**src/rtl/crc_serial_accum.sv**
```systemverilog
`default_nettype none
// ============================================================================
//  Module   : crc_serial_accum  (plus its two-input XOR cell)
//  Purpose  : Bit-serial CRC accumulator. Takes one data bit per accepted
//             beat, MSB-first, and presents the frame CRC and the saturating
//             frame bit count once the bit flagged as last has been taken.
//             Every feedback and tap XOR is a discrete XOR cell instance.
//             The result is held until the consumer takes it.
//
//  Parameters
//    WIDTH   CRC register width (2..32)
//    POLY    generator polynomial, implicit x^WIDTH term omitted
//    INIT    register value at reset and at the start of every frame
//    CNT_W   width of the frame bit counter (saturates, never wraps)
//    XOROUT  final XOR mask, only used when CRC_SERIAL_XOROUT_EN is defined
//
//  Configuration macro
//    CRC_SERIAL_XOROUT_EN : when defined, out_crc = crc ^ XOROUT on entry to
//                           the result state. The mask is built from XOR
//                           cells. The running crc register is unaffected.
//                           When undefined, out_crc is the raw crc.
//
//  Ports
//    clk        in   1      rising-edge clock
//    rst        in   1      synchronous reset, active-high
//    in_valid   in   1      in_bit / in_last valid
//    in_ready   out  1      accumulator accepts a bit this cycle
//    in_bit     in   1      data bit, MSB-first
//    in_last    in   1      marks the final bit of a frame
//    out_valid  out  1      out_crc / out_nbits valid
//    out_ready  in   1      consumer accepts the result
//    out_crc    out  WIDTH  frame CRC
//    out_nbits  out  CNT_W  number of bits in the frame, saturating
//
//  Revision : 1.0  initial release
// ============================================================================

// ----------------------------------------------------------------------------
//  Two-input XOR cell. Kept as its own module so that every XOR in the
//  accumulator is a distinct, identifiable cell instance.
// ----------------------------------------------------------------------------
module crc_serial_accum_xor2 (
    input  logic i_a,
    input  logic i_b,
    output logic o_y
);

    assign o_y = i_a ^ i_b;

endmodule

// ----------------------------------------------------------------------------
//  Accumulator top level
// ----------------------------------------------------------------------------
module crc_serial_accum #(
    parameter int               WIDTH  = 8,
    parameter logic [WIDTH-1:0] POLY   = 8'h07,
    parameter logic [WIDTH-1:0] INIT   = 8'h00,
    parameter int               CNT_W  = 16,
    parameter logic [WIDTH-1:0] XOROUT = 8'h00
) (
    input  logic             clk,
    input  logic             rst,
    input  logic             in_valid,
    output logic             in_ready,
    input  logic             in_bit,
    input  logic             in_last,
    output logic             out_valid,
    input  logic             out_ready,
    output logic [WIDTH-1:0] out_crc,
    output logic [CNT_W-1:0] out_nbits
);

    // ------------------------------------------------------------------------
    //  State encoding: one-hot over two bits, so the two all-zero / all-one
    //  codes are detectably illegal and steer back to ST_ACCUM.
    // ------------------------------------------------------------------------
    typedef enum logic [1:0] {
        ST_ACCUM = 2'b01,
        ST_DONE  = 2'b10
    } state_t;

    state_t r_state;
    state_t w_state_next;

    // Datapath registers
    logic [WIDTH-1:0] r_crc;
    logic [CNT_W-1:0] r_cnt;
    logic [WIDTH-1:0] r_out_crc;
    logic [CNT_W-1:0] r_out_nbits;

    // Handshake / control decode
    logic w_in_ready;
    logic w_out_valid;
    logic w_accept;
    logic w_accept_last;
    logic w_restart;

    // CRC update network
    logic             w_fb;
    logic [WIDTH-1:0] w_shift;
    logic [WIDTH-1:0] w_crc_upd;
    logic [WIDTH-1:0] w_out_crc_d;

    // Counter update
    logic [CNT_W-1:0] w_cnt_upd;

    // ------------------------------------------------------------------------
    //  FSM: state register
    // ------------------------------------------------------------------------
    always_ff @(posedge clk) begin
        if (rst) begin
            r_state <= ST_ACCUM;
        end else begin
            r_state <= w_state_next;
        end
    end

    // ------------------------------------------------------------------------
    //  FSM: next state and handshake outputs
    //  w_restart re-arms the frame registers both when the result is taken
    //  and when an illegal state is seen, so a corrupted state never leaves
    //  a partially accumulated CRC behind for the next frame.
    // ------------------------------------------------------------------------
    always_comb begin
        w_state_next = r_state;
        w_in_ready   = 1'b0;
        w_out_valid  = 1'b0;
        w_restart    = 1'b0;

        case (r_state)
            ST_ACCUM: begin
                w_in_ready = 1'b1;
                if (in_valid && in_last) begin
                    w_state_next = ST_DONE;
                end
            end
            ST_DONE: begin
                w_out_valid = 1'b1;
                if (out_ready) begin
                    w_state_next = ST_ACCUM;
                    w_restart    = 1'b1;
                end
            end
            default: begin
                w_state_next = ST_ACCUM;
                w_restart    = 1'b1;
            end
        endcase
    end

    // in_ready is only high in ST_ACCUM, so a bit is never accepted in the
    // same cycle a result is released: the next frame starts one cycle later.
    assign w_accept      = in_valid & w_in_ready;
    assign w_accept_last = w_accept & in_last;

    // ------------------------------------------------------------------------
    //  CRC update network (Galois form, MSB-first)
    //    fb         = crc[MSB] ^ in_bit
    //    crc_upd[i] = shift[i] ^ (fb & POLY[i])
    //  Taps where POLY[i] = 0 reduce to a plain wire; the others are XOR
    //  cells fed by fb directly, since fb & 1 = fb.
    // ------------------------------------------------------------------------
    crc_serial_accum_xor2 u_xor_fb (
        .i_a (r_crc[WIDTH-1]),
        .i_b (in_bit),
        .o_y (w_fb)
    );

    assign w_shift = {r_crc[WIDTH-2:0], 1'b0};

    generate
        for (genvar gi = 0; gi < WIDTH; gi++) begin : g_tap
            if (POLY[gi]) begin : g_xor
                crc_serial_accum_xor2 u_xor_tap (
                    .i_a (w_shift[gi]),
                    .i_b (w_fb),
                    .o_y (w_crc_upd[gi])
                );
            end else begin : g_wire
                assign w_crc_upd[gi] = w_shift[gi];
            end
        end
    endgenerate

    // ------------------------------------------------------------------------
    //  Output mask. It is applied only to the captured result. The running
    //  crc register always carries the raw value.
    // ------------------------------------------------------------------------
`ifdef CRC_SERIAL_XOROUT_EN
    generate
        for (genvar gm = 0; gm < WIDTH; gm++) begin : g_xorout
            crc_serial_accum_xor2 u_xor_mask (
                .i_a (w_crc_upd[gm]),
                .i_b (XOROUT[gm]),
                .o_y (w_out_crc_d[gm])
            );
        end
    endgenerate
`else
    // XOROUT has no function in this build; it is folded into a deliberately
    // unused wire so the parameter stays part of the interface.
    logic w_unused_xorout;
    assign w_unused_xorout = ^XOROUT;
    assign w_out_crc_d     = w_crc_upd;
`endif

    // ------------------------------------------------------------------------
    //  Saturating bit counter: sticks at all-ones rather than wrapping, so
    //  very long frames report the maximum rather than a small bogus count.
    // ------------------------------------------------------------------------
    assign w_cnt_upd = (&r_cnt) ? r_cnt : (r_cnt + 1'b1);

    // ------------------------------------------------------------------------
    //  Frame accumulator registers
    // ------------------------------------------------------------------------
    always_ff @(posedge clk) begin
        if (rst) begin
            r_crc <= INIT;
            r_cnt <= '0;
        end else if (w_restart) begin
            r_crc <= INIT;
            r_cnt <= '0;
        end else if (w_accept) begin
            r_crc <= w_crc_upd;
            r_cnt <= w_cnt_upd;
        end
    end

    // ------------------------------------------------------------------------
    //  Result registers: captured on the cycle the last bit is accepted and
    //  left untouched afterwards. They still show the previous result while
    //  the next frame accumulates.
    // ------------------------------------------------------------------------
    always_ff @(posedge clk) begin
        if (rst) begin
            r_out_crc   <= '0;
            r_out_nbits <= '0;
        end else if (w_accept_last) begin
            r_out_crc   <= w_out_crc_d;
            r_out_nbits <= w_cnt_upd;
        end
    end

    // ------------------------------------------------------------------------
    //  Port drive
    // ------------------------------------------------------------------------
    assign in_ready  = w_in_ready;
    assign out_valid = w_out_valid;
    assign out_crc   = r_out_crc;
    assign out_nbits = r_out_nbits;

endmodule

`default_nettype wire
```
**config.mk**
```make
export PLATFORM = sky130hd
export DESIGN_NAME = crc_serial_accum
export DESIGN_NICKNAME = d
export VERILOG_FILES = /design/src/rtl/crc_serial_accum.sv
export SDC_FILE = /design/constraint.sdc
export NUM_CORES = 1
export LEC_CHECK = 0
export CAP_MARGIN = 25
export CORE_MARGIN = 3
export CORE_UTILIZATION = 47
export CTS_BUF_LIST = sky130_fd_sc_hd__clkbuf_8
export DETAILED_ROUTE_END_ITERATION = 10
export PLACE_DENSITY = 0.71
export SLEW_MARGIN = 20
export SYNTH_ARGS = -nofsm -noshare
export SYNTH_HDL_FRONTEND = slang
export SYNTH_HIERARCHICAL = 1
export SYNTH_SLANG_ARGS = --single-unit
export TNS_END_PERCENT = 10
```
**constraint.sdc**
```tcl
create_clock -name clk -period 1.7 [get_ports clk]
set_input_delay 0.34 -clock clk [delete_from_list [all_inputs] [get_ports clk]]
set_output_delay 0.34 -clock clk [all_outputs]
set_load 0.05 [all_outputs]
```
== After elaboration in Yosys (flattened, before gate mapping) ==
Cells that the tools add are included.

* Add/sub/neg operators: 1
* Multipliers: 0
* Div/mod/pow operators: 0
* Magnitude comparators: 0
* Equal/unequal tests: 4
* Shift operators: 0
* Muxes and demuxes: 8
* Bitwise gates (word level): 5
* Reductions and logical operators: 4

{| class="wikitable"
|+ Operators by type and width
! cell !! number
|-
| adder 16 x 1 -> 16 bit (second input constant) || 1
|-
| 2-to-1 mux 16 bit || 1
|-
| AND reduction 16 bit || 1
|-
| 2-to-1 mux 2 bit || 2
|-
| inequality test 2 bit (second input constant) || 2
|-
| one-hot mux 2 bit (2 select lines) || 1
|-
| 2-to-1 mux 1 bit || 3
|-
| bitwise XOR 1 bit || 3
|-
| bitwise AND 1 bit || 2
|-
| == test 2 x 1 -> 1 bit (second input constant) || 1
|-
| == test 2 bit (second input constant) || 1
|-
| one-hot mux 1 bit (2 select lines) || 1
|-
| AND reduction 2 bit || 1
|-
| OR reduction 2 bit || 1
|-
| logical AND 1 bit || 1
|}

* Bits in registers: 50
* Latch bits: 0
* Memory bits (writable): 0
* ROM bits: 0
* Input port bits: 6
* Output and inout port bits: 26
* Word-level logic and storage cells: 27
* Memories: 0

== Depth between registers and ports, before layout ==
Gate-level depths: netlist (run 1).

* Word-level depth: 4
* Gate-level depth with buffers: 7
* Mapped depth without buffers: 5

== Hierarchy ==
Netlist (run 1), hierarchy kept.

{| class="wikitable"
|+ Modules (own cells, without submodules)
! module !! times used !! cells each !! area each (um2) !! sequential area each (um2)
|-
| crc_serial_accum || 1 || 281 || 2333.5 || 1001.0
|-
| crc_serial_accum_xor2 || 4 || 1 || 8.8 || 0.0
|}

== Least setup slack after synthesis (run 1) ==
Ideal clock, no wire load.

* Path type: reg2reg
* From: reg r_cnt[0]
* To: reg r_out_nbits[1] (netlist: out_nbits[1])
* Library setup time: 86 ps
* Arrival: 1773 ps
* Required time: 1614 ps
* Slack: -159 ps
* Stages on the path, launching flop included: 7
* Buffers on the path: 1
* Period minus slack after synthesis: 1859 ps
* Cells stage by stage: dfxtp_1 ha_1 nand3_1 or4_1 clkbuf_1 mux2i_1 a211oi_1

* Word-level cells in the longest chain between the ends: 2
* Elaborated cells between the ends (all ways): 3
* Those cells by class: add/sub (1); mux (1); reduce/logical (1)

{| class="wikitable"
|+ RTL lines
! what !! line !! RTL
|-
| start: declaration || 88 || <nowiki>logic [CNT_W-1:0] r_cnt;</nowiki>
|-
| start signal: assignment || 226 || <nowiki>r_cnt <= w_cnt_upd;</nowiki>
|-
| adder 16 x 1 -> 16 bit / AND reduction 16 bit (equally long branches) || 212 || <nowiki>assign w_cnt_upd = (&r_cnt) ? r_cnt : (r_cnt + 1'b1);</nowiki>
|-
| 2-to-1 mux 16 bit (*) || 212 ||
|-
| end signal: assignment || 241 || <nowiki>r_out_nbits <= w_cnt_upd;</nowiki>
|-
| end: declaration || 90 || <nowiki>logic [CNT_W-1:0] r_out_nbits;</nowiki>
|}

Every way passes the cells marked *; elsewhere a longest branch is shown, timed or not.
A chain may end at the register's enable or synchronous reset.

== Final worst setup path (run 1) ==
* From: reg r_cnt[0]
* To: reg r_cnt[15]

* Word-level cells in the longest chain between the ends: 2
* Elaborated cells between the ends (all ways): 3
* Those cells by class: add/sub (1); mux (1); reduce/logical (1)

{| class="wikitable"
|+ RTL lines
! what !! line
|-
| adder 16 x 1 -> 16 bit / AND reduction 16 bit (equally long branches) || 212
|-
| 2-to-1 mux 16 bit (*) || 212
|}

Marked as above.

==> results.yml, run 1 <==
yosys:
  netlist_area_before_placement_sq_um: 2369
  synth_top_cells_by_count: "50 x sky130_fd_sc_hd__dfxtp_1, 43 x sky130_fd_sc_hd__nand2_1, 35 x sky130_fd_sc_hd__a21oi_1"
  synth_seq_cells: 50
  syn-mean-instance-area_sq_um: 8.311
  synthDistinctLibCells: 45
  post-synth-top-count-cell: "sky130_fd_sc_hd__dfxtp_1"
  synth_flop_cell: "sky130_fd_sc_hd__dfxtp_1"
  postSynthNetCount: 292
  synth_async_sr_flop_share_pct: 0
  synth_enable_flop_cells: 0
  yosysWarningCount: 6
  yosysSeqAreaShare_pct: 42.26
  netlist_instances: 285
  netlist.area_leader.share_pct: 42.26
  netlist.top_cell.by_area: "sky130_fd_sc_hd__dfxtp_1"
  synth_top_cells_by_area: "sky130_fd_sc_hd__dfxtp_1 42%, sky130_fd_sc_hd__a21oi_1 7.4%, sky130_fd_sc_hd__nand2_1 6.8%, sky130_fd_sc_hd__o31ai_1 2.9%, sky130_fd_sc_hd__nand3_1 2.5%"
detailed_routing:
  routed_wirelength_microns: 5887
  detail_route.vias_per_cell: 5.439
  detailed_router_iteration_count_before_antenna_repair: 4
  drt_drc_violations_left: 0
  wire_per_inst_microns: 13.98
  antenna_left: 0
  drt_iter0_drc: 136
  routed-via-count: 2290
sta:
  fin_crit_ns: 1.671
  hold_violations: 0
  finalSetupTns_ns: 0
  fin_crit_sh_pct: 98.29
  finalSetupViolCount: 0
  rsz_0062_raised_after_global_routing: "yes"
  achievable_freq_mhz: 598.5
  worst_clock_skew_ns: 0.01555
  number_of_max_slew_violations_in_the_final_report: 0
die:
  core_sq_um: 4786
  die_height_microns: 76.99
  num_io_pins: 32
  floorplan.initialDensity_pct: 49.49
  core.rowCount: 25
  die-area_sq_um: 5927
  die_x_microns: 76.99
setup_path:
  critPathMostFrequentCell: "sky130_fd_sc_hd__buf_6"
  cp_slowest_cell: "sky130_fd_sc_hd__dfxtp_2"
  worst_ep_arrival_time_ns: 1.89
  endpoint_kind: "flip-flop"
  path_class: "reg -> reg"
  crit_chain: "ha_4 > nand3_4 > buf_6 > nor4_4 > buf_6 > nor2_2 > a311oi_1"
  crit_required_ns: 1.92
  critical_path.max_fanout: 8
  worst_path_largest_cell_delay_ns: 0.37
  worst_setup_sp_type: "flip-flop"
  critical_path_buf_inv_count: 2
  cpLargestDelayFamily: "simple AND/OR/NAND/NOR gates"
clock_tree:
  tritoncts_buffers: 5
  clk_root_buffer_cell: "sky130_fd_sc_hd__clkbuf_8"
  worstSkewPairLatency_ns: 0.31
  path_clk_slew_ns: 0.10
  tritoncts: "done"
  clock_sink_count: 50
  clk_path_buf_depth: 2
  deepest_level_of_the_cts_h_tree: 2
  hold_fix_buffer_count_after_cts: 0
global_routing:
  grt_overflow_total: 0
  grt_start_max_net_pins: 21
  antenna_violations_before_repair: 0
  grt_pass1_vias: 2207
  grt_util_all_layers_pct: 21.00
  global_route_wire_length_before_repair_microns: 10210
place:
  post-dp-hpwl_microns: 4350
  finalWeightedCongestion: 0.8839
  buffer_ports.inserted: 31
  placed_cells: 412
job:
  drv_cap: 0
finish:
  layout_area_overhead_pct: 36.71
  fin_cells: 421
  finish.net_count: 360
  share_of_post_route_cells_with_drive_strength_above_1_pct: 33.05
  diodes: 0
worst_hold_path:
  min_path_type: "reg -> reg"
power:
  vdd_ir_drop_max_v: 0.0005556
  total_power_divided_by_cell_area_nw_per_um2: 799.6
  power.leakage_nw: 1.232
outcome:
  run_status: "finished, final reports clean"
[what timing repair did]
| item | in CTS | in global routing |
|---|---|---|
| gates resized for setup | 3 | 25 |
| setup buffers | 0 | 1 |
| pin swaps | 0 | 9 |
| gates cloned | 0 | 0 |
| setup endpoints to repair | 7 | 22 |
[worst paths after layout]
check	startpoint	depth (start not counted)	end	slack (ns)
max	r_cnt[0]	7	r_cnt[15]	0.03
min	out_nbits[9]	2	out_nbits[9]	0.46
max reg2reg	r_cnt[0]	7	r_cnt[15]	0.03
min reg2reg	out_nbits[9]	2	out_nbits[9]	0.46
[state kept, by name, summed over array words and instances (netlist names)]
register	count
out_nbits	16
r_cnt	16
out_crc	8
r_crc	8
r_state	2
[power breakdown]
group	switching, mW	internal, mW	total (mW)
sequential	0.0343	1.22	1.26
clock	0.430	0.305	0.735
combinational	0.378	0.218	0.597
total	0.842	1.75	2.59
[per-stage QoR]
| stage | utilization [%] | hold WS, ns | setup slack, ns | area (sq um) | power, mW |
|---|---|---|---|---|---|
| after CTS | 65.78 | 0.4597 | -0.05190 | 3148 | 2.608 |
| after floorplan | - | 0.4453 | -0.03939 | 2394 | 1.641 |
| after global placement | 63.35 | 0.4422 | -0.1971 | 3032 | 1.865 |
| after global routing | 67.66 | 0.4922 | -0.06501 | 3238 | 2.728 |
| final | 67.66 | 0.4585 | 0.02910 | 3238 | 2.589 |
| after detailed placement | 63.35 | 0.4451 | -0.2250 | 3032 | 1.876 |
[area by class of cell]
type	instances	area (sq um)
fillers	402	1548
inverters	6	22.52
flip-flops and latches	50	1013
clock inverters	3	28.78
clock buffers	5	68.82
repair buffers	82	680.7
multi-input cells	208	1340
well taps	67	83.83
[metal layers]
metal  vias to the layer above  share of wire, %  GRT usage [%]  routed length [microns]
li1                       1162                 -              -                        -
met1                      1071                46          27.58                     2689
met2                        47                48          34.67                     2841
met3                        10               4.3          3.756                      254
met4                         0               1.7          7.295                      102
met5                         -                 0              0                        0
[tightest hold or removal path, stage by stage, from the launching register on]
cell	delay [ns]
sky130_fd_sc_hd__dfxtp_1	0.32
sky130_fd_sc_hd__nand2_1	0.05
sky130_fd_sc_hd__a21oi_1	0.05
[placed cells by master, fill, tap and decap left out, types with 7 or more instances in the layout]
| cell | count |
|---|---|
| sky130_fd_sc_hd__buf_4 | 70 |
| sky130_fd_sc_hd__o31ai_1 | 9 |
| sky130_fd_sc_hd__nand2_1 | 42 |
| sky130_fd_sc_hd__dfxtp_2 | 7 |
| sky130_fd_sc_hd__nand3_1 | 10 |
| sky130_fd_sc_hd__o21ai_0 | 9 |
| sky130_fd_sc_hd__nor2_1 | 15 |
| sky130_fd_sc_hd__dfxtp_1 | 42 |
| sky130_fd_sc_hd__a21oi_1 | 34 |
[cells by family after synthesis]
kind of cell	Yosys count	share of synthesized area [%]
DFF	50	42.26
adders and majority gates	1	0.5282
xor gates and xnor gates	8	2.958
buffers and inverters	27	4.913
muxes	4	1.691
and+or+nand+nor	117	26.62
AOI/OAI and AO/OA	77	20.87
other	1	0.1583
Note: power is estimated with default switching activity, not from simulation.
==> inputs of run 2 (changes only) <==
CELL_PAD_IN_SITES_DETAIL_PLACEMENT = 0   (was default)
CELL_PAD_IN_SITES_GLOBAL_PLACEMENT = 1   (was default)
CORE_UTILIZATION = 38   (was 47)
GPL_TIMING_DRIVEN = 1   (was default)
PLACE_DENSITY = 0.76   (was 0.71)
==> run 2 against run 1 <==
  * Clock power increased by 3.8%
  * Routed wire length is 12% higher
  * Highest routed layer unchanged
  * Clock skew is 0.0094 ns lower
  * Non-clock buffer count is 10 higher
  * Via count increased by 3.1%
  * Critical path depth stayed put
  * Sequential share of layout area fell by 1.5 points
  * Cell area up 5.2%
==> results.yml, run 2 (synthesis gave the netlist of run 1 again) <==
outcome:
  run_status: "finished, final reports clean"
die:
  floorplan.initialDensity_pct: 39.54
  die-area_sq_um: 7217
  core_sq_um: 5991
  die_x_microns: 84.95
  num_io_pins: 32
  core.rowCount: 28
  die_height_microns: 84.95
place:
  placed_cells: 426
  buffer_ports.inserted: 31
  post-place-ws_ns: -0.2276
  finalWeightedCongestion: 0.8284
  post-dp-hpwl_microns: 4743
finish:
  finish.net_count: 370
  share_of_post_route_cells_with_drive_strength_above_1_pct: 37.91
  diodes: 0
  most_common_cell_after_layout_fill_and_taps_aside: "sky130_fd_sc_hd__buf_4"
  layout_area_overhead_pct: 43.79
  layout.cells.most_common_list: "76 x sky130_fd_sc_hd__buf_4, 42 x sky130_fd_sc_hd__nand2_1, 40 x sky130_fd_sc_hd__dfxtp_1, 33 x sky130_fd_sc_hd__a21oi_1, 14 x sky130_fd_sc_hd__nor2_1"
  fin_cells: 439
sta:
  finalSetupViolCount: 0
  finalSetupTns_ns: 0
  hold_violations: 0
  number_of_max_slew_violations_in_the_final_report: 0
  fin_crit_ns: 1.686
  rsz_0062_raised_after_global_routing: "yes"
  worst_slack_setup_final_ns: 0.01441
  fin_crit_sh_pct: 99.15
  achievable_freq_mhz: 593.3
  worst_clock_skew_ns: 0.006114
power:
  clockPowerShare_pct: 28.5
  total_power_divided_by_cell_area_nw_per_um2: 785.4
  comb_power_share_pct: 24.5
  power.share.sequential_pct: 47.0
  power.leakage_nw: 1.321
  switching_power_total_mw: 0.8696
  vdd_ir_drop_max_v: 0.0004493
  switching_share_pct: 32.51
  cellInternalPower_mw: 1.805
detailed_routing:
  antenna_left: 0
  drt_iter0_drc: 85
  routed_wirelength_microns: 6608
  detail_route.vias_per_cell: 5.378
  drt_drc_violations_left: 0
  routed-via-count: 2361
  wire_per_inst_microns: 15.05
  detailed_router_iteration_count_before_antenna_repair: 4
global_routing:
  grtUsageMet2_pct: 31.99
  grt.met3_usage_pct: 3.204
  met1_usage_pct: 23.68
  grt_start_max_net_pins: 22
  grt_util_all_layers_pct: 18.39
  antenna_violations_before_repair: 0
  grt_overflow_total: 0
  grt-busiest-layer: "met2"
  grt_pass1_vias: 2288
  global_route_wire_length_before_repair_microns: 10880
setup_path:
  crit_required_ns: 1.93
  path_class: "reg -> reg"
  endpoint_kind: "flip-flop"
  worst_ep_arrival_time_ns: 1.91
  critical_path.max_fanout: 4
  worst_setup_sp_type: "flip-flop"
job:
  drv_cap: 0
clock_tree:
  hold_fix_buffer_count_after_cts: 0
  worstSkewPairLatency_ns: 0.31
  tritoncts: "done"
  clock_sink_count: 50
  deepest_level_of_the_cts_h_tree: 2
  clk_path_buf_depth: 2
  tritoncts_buffers: 5
  path_clk_slew_ns: 0.10
  clk_root_buffer_cell: "sky130_fd_sc_hd__clkbuf_8"
worst_hold_path:
  min_path_type: "reg -> reg"
-- run 2: changes by cell type in the layout (fill, tap and decap cells not counted), sizes merged --
cell / delta
clkinvlp: +1
clkbuf: +1
buf: +10
clkinv: -2
-- run 2: power groups by stage --
stage / sequential, mW / clock (mW) / combinational [mW]
after floorplan: 1.38 / 0 / 0.256
after global placement: 1.28 / 0 / 0.625
after detailed placement: 1.29 / 0 / 0.631
after CTS: 1.26 / 0.785 / 0.635
after global routing: 1.26 / 0.820 / 0.706
final: 1.26 / 0.763 / 0.656
-- run 2: layout make-up --
cell class	count	area [sq um]
clock buffers	6	82.58
fillers	562	2585
flip-flops and latches	50	1016
inverters	6	22.52
multi-input cells	208	1393
clock inverters	2	16.27
well taps	75	93.84
repair buffers	92	782.0
-- run 2: layer usage --
layer / vias to the layer above / wire length [microns]
li1: 1182 / -
met1: 1118 / 3016
met2: 55 / 3256
met3: 6 / 276
met4: 0 / 59
met5: - / 0
-- run 2: worst paths after layout --
check	slack [ns]	from	end	depth (start not counted)
min	0.46	out_crc[0]	out_crc[0]	2
min reg2reg	0.46	out_crc[0]	out_crc[0]	2
max	0.01	r_cnt[3]	r_cnt[14]	7
max reg2reg	0.01	r_cnt[3]	r_cnt[14]	7
-- run 2: repair_timing --
item / 4_1_cts / 5_1_grt
pin swaps: 1 / 17
endpoints found under the setup margin: 10 / 22
resized for setup: 13 / 31
setup buffers: 0 / 4
cloned: 1 / 0
-- run 2: stage by stage --
stage	power, mW	hold slack (ns)	area [sq um]	utilization [%]
finish	2.675	0.4598	3406	56.85
global placement	1.909	0.4428	3112	51.94
floorplan	1.641	0.4453	2394	-
detailed placement	1.917	0.4491	3112	51.94
CTS	2.678	0.4644	3259	54.41
global route	2.790	0.4895	3406	56.85
-- run 2: critical path, stage by stage (launching register included) --
cell	delay, ns
sky130_fd_sc_hd__dfxtp_2	0.37
sky130_fd_sc_hd__nand4_4	0.17
sky130_fd_sc_hd__buf_12	0.17
sky130_fd_sc_hd__buf_4	0.15
sky130_fd_sc_hd__nor4_2	0.28
sky130_fd_sc_hd__buf_4	0.17
sky130_fd_sc_hd__a21oi_1	0.08
sky130_fd_sc_hd__a311oi_2	0.23
==> inputs of run 3 (changes only) <==
CELL_PAD_IN_SITES_DETAIL_PLACEMENT = 1   (was 0)
CELL_PAD_IN_SITES_GLOBAL_PLACEMENT = 2   (was 1)
CORE_UTILIZATION = 30   (was 38)
PLACE_DENSITY = 0.75   (was 0.76)
==> run 3 against run 2 <==
  * The run now ends with negative setup slack left
  * Clock power increased by 15%
  * Clock skew decreased by 0.0028 ns
  * Non-clock buffer count decreased by 1
  * Hold slack improved by 0.0030 ns
  * Sequential share of layout area increased by 0.18 points
  * Global-route usage decreased by 1.6 points
  * Largest cell class unchanged
  * Critical path depth decreased by 1
  * Power increased by 3.8%
  * Critical endpoint is now r_cnt[9]
  * Cell count increased by 5.2%
  * Highest routed layer unchanged
  * Routed wire length increased by 8.2%
  * Via count about the same
  * Combinational power decreased by 0.9%
  * Critical path type unchanged
==> results.yml, run 3 (synthesis gave the netlist of run 1 again) <==
power:
  switching_power_total_mw: 0.8676
  clockPowerShare_pct: 31.5
  p_total_mw: 2.776
  power.share.sequential_pct: 45.1
  total_power_divided_by_cell_area_nw_per_um2: 814.0
  cellInternalPower_mw: 1.909
  power.leakage_nw: 1.336
  switching_share_pct: 31.25
  comb_power_share_pct: 23.4
  vdd_ir_drop_max_v: 0.0003734
detailed_routing:
  detail_route.vias_per_cell: 5.113
  drt_drc_violations_left: 0
  routed_wirelength_microns: 7152
  wire_per_inst_microns: 15.48
  routed-via-count: 2362
  drt_iter0_drc: 91
  detailed_router_iteration_count_before_antenna_repair: 4
  antenna_left: 0
setup_path:
  worst_setup_sp_type: "flip-flop"
  endpoint_kind: "flip-flop"
  crit_required_ns: 1.94
  reg2regPathDepth: 6
  critical_path.max_fanout: 7
  worst_ep_arrival_time_ns: 1.99
  path_class: "reg -> reg"
clock_tree:
  deepest_level_of_the_cts_h_tree: 2
  tritoncts: "done"
  hold_fix_buffer_count_after_cts: 0
  tritoncts_buffers: 5
  path_clk_slew_ns: 0.10
  clk_root_buffer_cell: "sky130_fd_sc_hd__clkbuf_8"
  clk_path_buf_depth: 2
  worstSkewPairLatency_ns: 0.30
  clock_sink_count: 50
die:
  die_x_microns: 94.86
  num_io_pins: 32
  floorplan.initialDensity_pct: 31.80
  die-area_sq_um: 8997
  core.rowCount: 31
  die_height_microns: 94.86
  core_sq_um: 7447
global_routing:
  global_route_wire_length_before_repair_microns: 11740
  grt_overflow_total: 0
  grt_start_max_net_pins: 25
  antenna_violations_before_repair: 0
  grt_pass1_vias: 2379
  grt_util_all_layers_pct: 16.78
sta:
  hold_violations: 0
  number_of_max_slew_violations_in_the_final_report: 0
  achievable_freq_mhz: 572.9
  rsz_0062_raised_after_global_routing: "yes"
  worst_clock_skew_ns: 0.003266
  finalSetupViolCount: 1
  worst_slack_setup_final_ns: -0.04545
  hold-worst-slack_ns: 0.4628
  fin_crit_ns: 1.745
  finalSetupTns_ns: -0.04545
  fin_crit_sh_pct: 102.7
place:
  buffer_ports.inserted: 31
  post-dp-hpwl_microns: 5344
  finalWeightedCongestion: 0.7992
worst_hold_path:
  min_path_type: "reg -> reg"
  min_path_cells: 2
outcome:
  run_status: "complete, but fails checks"
  violations: "negative setup slack"
finish:
  finish.net_count: 369
  diodes: 0
  layout_area_overhead_pct: 44.00
  most_common_cell_after_layout_fill_and_taps_aside: "sky130_fd_sc_hd__buf_4"
  share_of_post_route_cells_with_drive_strength_above_1_pct: 34.71
  layout.cells.most_common_list: "75 x sky130_fd_sc_hd__buf_4, 42 x sky130_fd_sc_hd__nand2_1, 38 x sky130_fd_sc_hd__dfxtp_1, 35 x sky130_fd_sc_hd__a21oi_1, 16 x sky130_fd_sc_hd__nor2_1"
job:
  drv_cap: 0
-- run 3: stage by stage --
step | cells | utilization, % | setup slack (ns) | area, sq um
floorplan | 285 | - | -0.03939 | 2394
global placement | 450 | 42.19 | -0.2042 | 3142
detailed placement | 450 | 42.19 | -0.2359 | 3142
CTS | 458 | 44.30 | -0.02560 | 3299
global route | 462 | 45.80 | -0.1207 | 3411
finish | 462 | 45.80 | -0.04545 | 3411
-- run 3: metal layers --
metal | global-route usage [%] | part of all wire [%] | up-vias
li1 | - | - | 1176
met1 | 22.43 | 47 | 1147
met2 | 27.66 | 49 | 35
met3 | 3.028 | 2.8 | 4
met4 | 4.688 | 0.81 | 0
met5 | 0 | 0 | -
-- run 3: repair_timing --
| item | in CTS | in global routing |
|---|---|---|
| pin swaps | 1 | 9 |
| setup buffers | 0 | 4 |
| setup endpoints to repair | 11 | 20 |
| gates resized for setup | 11 | 23 |
-- run 3: worst paths after layout --
| kind | start | to | slack (ns) |
|---|---|---|---|
| min reg2reg | out_nbits[7] | out_nbits[7] | 0.46 |
| min | out_nbits[7] | out_nbits[7] | 0.46 |
| max | r_cnt[6] | r_cnt[9] | -0.05 |
| max reg2reg | r_cnt[6] | r_cnt[9] | -0.05 |
-- run 3: layout make-up --
type | instances | area, sq um
inverters | 6 | 22.52
clock inverters | 3 | 45.04
fillers | 914 | 4036
multi-input cells | 208 | 1343
repair buffers | 91 | 784.5
flip-flops and latches | 50 | 1023
clock buffers | 5 | 68.82
well taps | 99 | 123.9
-- run 3: power by group through the flow --
stage / Clock, mW / Sequential, mW / Combinational [mW]
after global placement: 0 / 1.28 / 0.638
after CTS: 0.894 / 1.26 / 0.647
final: 0.874 / 1.25 / 0.650
after global routing: 0.951 / 1.26 / 0.710
after floorplan: 0 / 1.38 / 0.256
after detailed placement: 0 / 1.29 / 0.645
-- run 3: worst max-delay path, stage by stage, from the launching register on --
cell and delay, ns:
sky130_fd_sc_hd__dfxtp_4 0.37, sky130_fd_sc_hd__nand4_4 0.12, sky130_fd_sc_hd__buf_8 0.16, sky130_fd_sc_hd__buf_6 0.11, sky130_fd_sc_hd__or3_4 0.38, sky130_fd_sc_hd__or4_1 0.41
sky130_fd_sc_hd__a21oi_1 0.12
==> patch 1: new RTL, flow settings as in run 2 <==
Set the parameter `WIDTH` to 10 (it was 8).
--- a/src/rtl/crc_serial_accum.sv
+++ b/src/rtl/crc_serial_accum.sv
@@ -54,5 +54,5 @@
 // ----------------------------------------------------------------------------
 module crc_serial_accum #(
-    parameter int               WIDTH  = 8,
+    parameter int               WIDTH  = 10,
     parameter logic [WIDTH-1:0] POLY   = 8'h07,
     parameter logic [WIDTH-1:0] INIT   = 8'h00,
Interface: changed (resized out_crc); port bits go from 32 to 34. No check against the original RTL was run, so the function may have changed too.
==> patch 1 against run 2 <==
  * The flow now finishes with violations (negative setup slack)
  * Sequential cell count up 4
  * Count of clock-buffer cells in the layout unchanged
  * First-iteration DRC count is 100% higher
  * Worst setup slack got worse by 97 ps
  * Die area up 10%
  * Synthesized area increased by 11%
  * Design area up 7.9%
  * Routed wire length up 12%
  * Power decreased by 3.7%
  * Fmax shrank 5.4%
  * Clock skew is 2.7 ps higher
==> patch 1: results (changes against run 2) <==
[sta]
finClkSkew_ps = 8.85  ; +2.73 ps
fin_ws_ps = -82.2  ; -96.6 ps
setup_viol = 4  ; +4
fin_tns_setup_ps = -153  ; -153 ps
fin_hold_ws_ps = 460  ; +0.0740 ps

[final_layout]
n_fill_cell = 616  ; +9.6%
antenna_cells = 0  ; unchanged
layout-drive-gt1-share_pct = 32.1  ; -5.8 points
nNetsFinal = 411  ; +11%

[power]
irDropWorstVdd_mv = 0.453  ; +0.81%
p_int_uw = 1820  ; +0.54%
p_leak_uw = 0.00141  ; +6.6%
pwr-share-comb_pct = 17.8  ; -6.7 points
powerSeq_uw = 1330  ; +6%

[logic_synthesis]
yosys_warnings = 6  ; unchanged
synth_compound_area_share_pct = 20.1  ; -0.78 points
synthXorXnorAreaFrac_pct = 2.00  ; -0.96 points
syn-num-nets = 333  ; +14%
synthArstFlopShare_pct = 0  ; unchanged
synth_seq_area_share_pct = 41.1  ; -1.1 points
synthMuxAreaShare_pct = 3.62  ; +1.9 points
synthAdderAreaFrac_pct = 0.476  ; -0.052 points
synth.area.top_cells = dfxtp_1, nand2_1, a21oi_1
synth_common_cells = nand2_1, dfxtp_1, a21oi_1
ys_types = 49  ; +8.9%

[worst_setup_path]
crit_fanout = 3  ; -1
r2r_cells = 5  ; -2
crit_slowest_cell = or4_4
arrival_ps = 1980  ; +70 ps
crit_family = simple AND/OR/NAND/NOR gates
startpoint = r_cnt[1]$_SDFFE_PP0P_
timing.rr.end = r_cnt[10]$_SDFFE_PP0P_
slowest_delay_ps = 530  ; +160 ps

[min_path]
worstHoldPathType = reg -> reg

[route]
wl_met1_um = 3710  ; +23%
drtIter0Drc = 171  ; +100%
dr_wl_met3_um = 397  ; +44%
top_layer_used = met4
drt_wl_total_um = 7410  ; +12%
met2WireLength_um = 3250  ; about the same
vias = 2676  ; +13%
firstDrtPassIters = 5  ; +1

[place]
post_dp_cell_area_sq_um = 3440  ; +11%
dp_hpwl_um = 5590  ; +18%
gp_congestion = 0.894  ; +7.9%
io_buffers = 33  ; +6.5%

[job]
drv_cap = 0  ; unchanged

[global_route]
antenna_found_initial = 0  ; unchanged
grt_max_degree = 19  ; -14%
grt_pass1_vias = 2491  ; +8.9%
gr-usage-met2_pct = 29.1  ; -2.9 points
grt_usage_pct = 19.7  ; +1.3 points
global_route.usage.met3_pct = 4.33  ; +1.1 points
grtUsageMet1_pct = 28.9  ; +5.2 points
grt_pass1_wl_um = 12200  ; +12%

[status]
violations = negative setup slack
outcome = finished with violations

[clock_network]
root_buffer = clkbuf_8
clkLatencyLatePin_ps = 300

-- patch 1: through the flow --
step | total power (uW) | setup slack [ps] | cells | utilization, %
after floorplan | 1620 | -174 | 326 | -
after global placement | 1810 | -217 | 473 | 52.7
after detailed placement | 1810 | -262 | 473 | 52.7
after CTS | 2580 | -64.4 | 482 | 54.8
after global routing | 2680 | -115 | 482 | 56.3
final | 2580 | -82.2 | 482 | 56.3
-- patch 1: what timing repair did --
item,in CTS,in global routing
gates resized for setup,7,21
pin swaps,0,1
buffers inserted,1,0
hold buffers,0,0
endpoints found under the setup margin,12,37
-- patch 1: worst min path at each step --
| stage | start | depth (start not counted) | to |
|---|---|---|---|
| 6_report | out_crc[6]$_SDFFE_PP0P_ | 2 | out_crc[6]$_SDFFE_PP0P_ |
| 5_1_grt | out_crc[3]$_SDFFE_PP0P_ | 2 | out_crc[3]$_SDFFE_PP0P_ |
| 4_1_cts | out_crc[6]$_SDFFE_PP0P_ | 2 | out_crc[6]$_SDFFE_PP0P_ |
| 3_5_place_dp | out_crc[6]$_SDFFE_PP0P_ | 2 | out_crc[6]$_SDFFE_PP0P_ |
| 3_3_place_gp | out_crc[4]$_SDFFE_PP0P_ | 2 | out_crc[4]$_SDFFE_PP0P_ |
| 2_1_floorplan | r_crc[2]$_SDFFE_PP0P_ | 2 | r_crc[3]$_SDFFE_PP0P_ |
-- patch 1: cell type report --
| type | instances | area share [%] |
|---|---|---|
| multi-input combinational | 239 | 42.0 |
| tap | 77 | 2.62 |
| inverter | 4 | 0.409 |
| sequential | 54 | 29.6 |
| clock buffer | 6 | 2.25 |
| clock inverter | 2 | 0.443 |
| timing repair buffer | 100 | 22.7 |
-- patch 1: tightest hold or removal path: stages (launching register included) --
cell     delay, ps
dfxtp_1        320
nand2_1         50
a21oi_1         50
==> patch 2: new RTL, flow settings as in run 2 <==
Made on the original files. Make the reset (`rst`) asynchronous in 3 clocked blocks. Comments in the files are not updated.
--- a/src/rtl/crc_serial_accum.sv
+++ b/src/rtl/crc_serial_accum.sv
@@ -109,5 +109,5 @@
     //  FSM: state register
     // ------------------------------------------------------------------------
-    always_ff @(posedge clk) begin
+    always_ff @(posedge clk or posedge rst) begin
         if (rst) begin
             r_state <= ST_ACCUM;
@@ -215,5 +215,5 @@
     //  Frame accumulator registers
     // ------------------------------------------------------------------------
-    always_ff @(posedge clk) begin
+    always_ff @(posedge clk or posedge rst) begin
         if (rst) begin
             r_crc <= INIT;
@@ -233,5 +233,5 @@
     //  the next frame accumulates.
     // ------------------------------------------------------------------------
-    always_ff @(posedge clk) begin
+    always_ff @(posedge clk or posedge rst) begin
         if (rst) begin
             r_out_crc   <= '0;
Function: differs if rst is asserted again (counterexample within 4 cycles, from zero or initial values and one cycle with rst high); with rst held inactive, the same outputs for 10 cycles.
==> patch 2 against run 2 <==
  * The flow now finishes with violations (negative setup slack)
  * Synthesized cell count is 8.1% lower
  * Design area is 1.3% higher
  * Synthesized area is 7.0% higher
  * Fmax is 2.9% lower
  * Combinational power is 62% higher
  * Power is 26% higher
  * Sequential cell count stayed put
  * Global-route usage is 0.94 points lower
  * Routed wire length is 2.5% lower
  * Via count is 4.2% lower
  * Worst setup slack worse by 50 ps
  * First-iteration DRC count is 100% higher
  * Final cell count is 6.2% lower
  * Clock skew is 0.62 ps higher
  * Critical endpoint is now r_cnt[11]$_DFFE_PP0P_
  * Largest power group unchanged
  * Highest routed layer unchanged
==> patch 2: results (changes against run 2) <==
[status]
outcome = finished with violations
violations = negative setup slack

[global_route]
grt_max_degree = 51  ; +130%
global_route.usage.met3_pct = 3.10  ; -0.099 points
gr-usage-met2_pct = 26.6  ; -5.3 points
grt_usage_pct = 17.4  ; -0.94 points

[sta]
fin_tns_setup_ps = -86.1  ; -86.1 ps
setup_viol = 4  ; +4
finClkSkew_ps = 6.73  ; +0.616 ps
fin_ws_ps = -36.0  ; -50.4 ps

[clock_network]
cts_resized = 3  ; -10

[place]
gp_congestion = 0.833  ; +0.49%
dp_hpwl_um = 4460  ; -5.9%
post_dp_cell_area_sq_um = 3250  ; +4.5%
place_ws_ps = -75.9  ; +152 ps

[power]
p_leak_uw = 0.00161  ; +22%
powerSeq_uw = 1430  ; +13%

[logic_synthesis]
synthArstFlopShare_pct = 100  ; +100 points
synthCells = 262  ; -8.1%
synth_common_cells = dfrtp_1, nand2_1, a31oi_1
syn-num-nets = 269  ; -7.9%

[min_path]
worstHoldPathType = in -> async

[worst_setup_path]
crit_slowest_cell = dfrtp_1
arrival_ps = 1970  ; +60 ps

[route]
wl_met1_um = 3200  ; +6.0%
drtIter0Drc = 170  ; +100%
drt_wl_total_um = 6440  ; -2.5%
vias = 2262  ; -4.2%

[patch 2: cell types whose count changed in the layout (fill, tap and decap cells not counted), sizes merged, moves of 6 or more]
cell	change
dfxtp	-50
dfrtp	+49
a21oi	-26
a31oi	+18
buf	-10
a22o	+9
a211oi	-6
[patch 2: worst paths after layout]
path | end | cells past startpoint | slack (ps) | startpoint
min in group clk | out_crc[3]$_DFFE_PP0P_ | 2 | 480 | out_crc[3]$_DFFE_PP0P_
setup / recovery | r_cnt[11]$_DFFE_PP0P_ | 6 | -40 | r_cnt[1]$_DFFE_PP0P_
setup reg to reg | r_cnt[11]$_DFFE_PP0P_ | 6 | -40 | r_cnt[1]$_DFFE_PP0P_
max in group asynchronous | r_state[0]$_DFFE_PP1P_ | 3 | 1030 | rst
hold reg to reg | out_crc[3]$_DFFE_PP0P_ | 2 | 480 | out_crc[3]$_DFFE_PP0P_
hold / removal | out_crc[7]$_DFFE_PP0P_ | 3 | 380 | rst
[patch 2: cells by family (layout without fill, tap and decap cells)]
kind of cell    after synthesis  count (layout)  synth area share (%)
simple gates                 99             100                  21.0
compound gates               78              78                  21.6
flops                        50              50                  49.4
buf+inv                      24              96                  4.15
xor+xnor                      8               8                  2.77
fa+ha+maj                     1               1                 0.494
other cells                   1               1                 0.148
mux                           1               1                 0.395
[patch 2: area by class of cell]
cell class / count / area (sq um)
clock inverters: 3 / 43.8
fillers: 584 / 2970
inverters: 6 / 22.5
multi-input cells: 189 / 1260
repair buffers: 82 / 711
flip-flops and latches: 50 / 1250
clock buffers: 5 / 68.8
well taps: 77 / 96.3
[patch 2: critical path, delay by kind of cell (launching register included)]
family,cells,cell delay (ps)
AOI/OAI and AO/OA,2,390
adders and majority gates,1,160
buffers and inverters,1,220
DFF,1,360
and+or+nand+nor,2,520
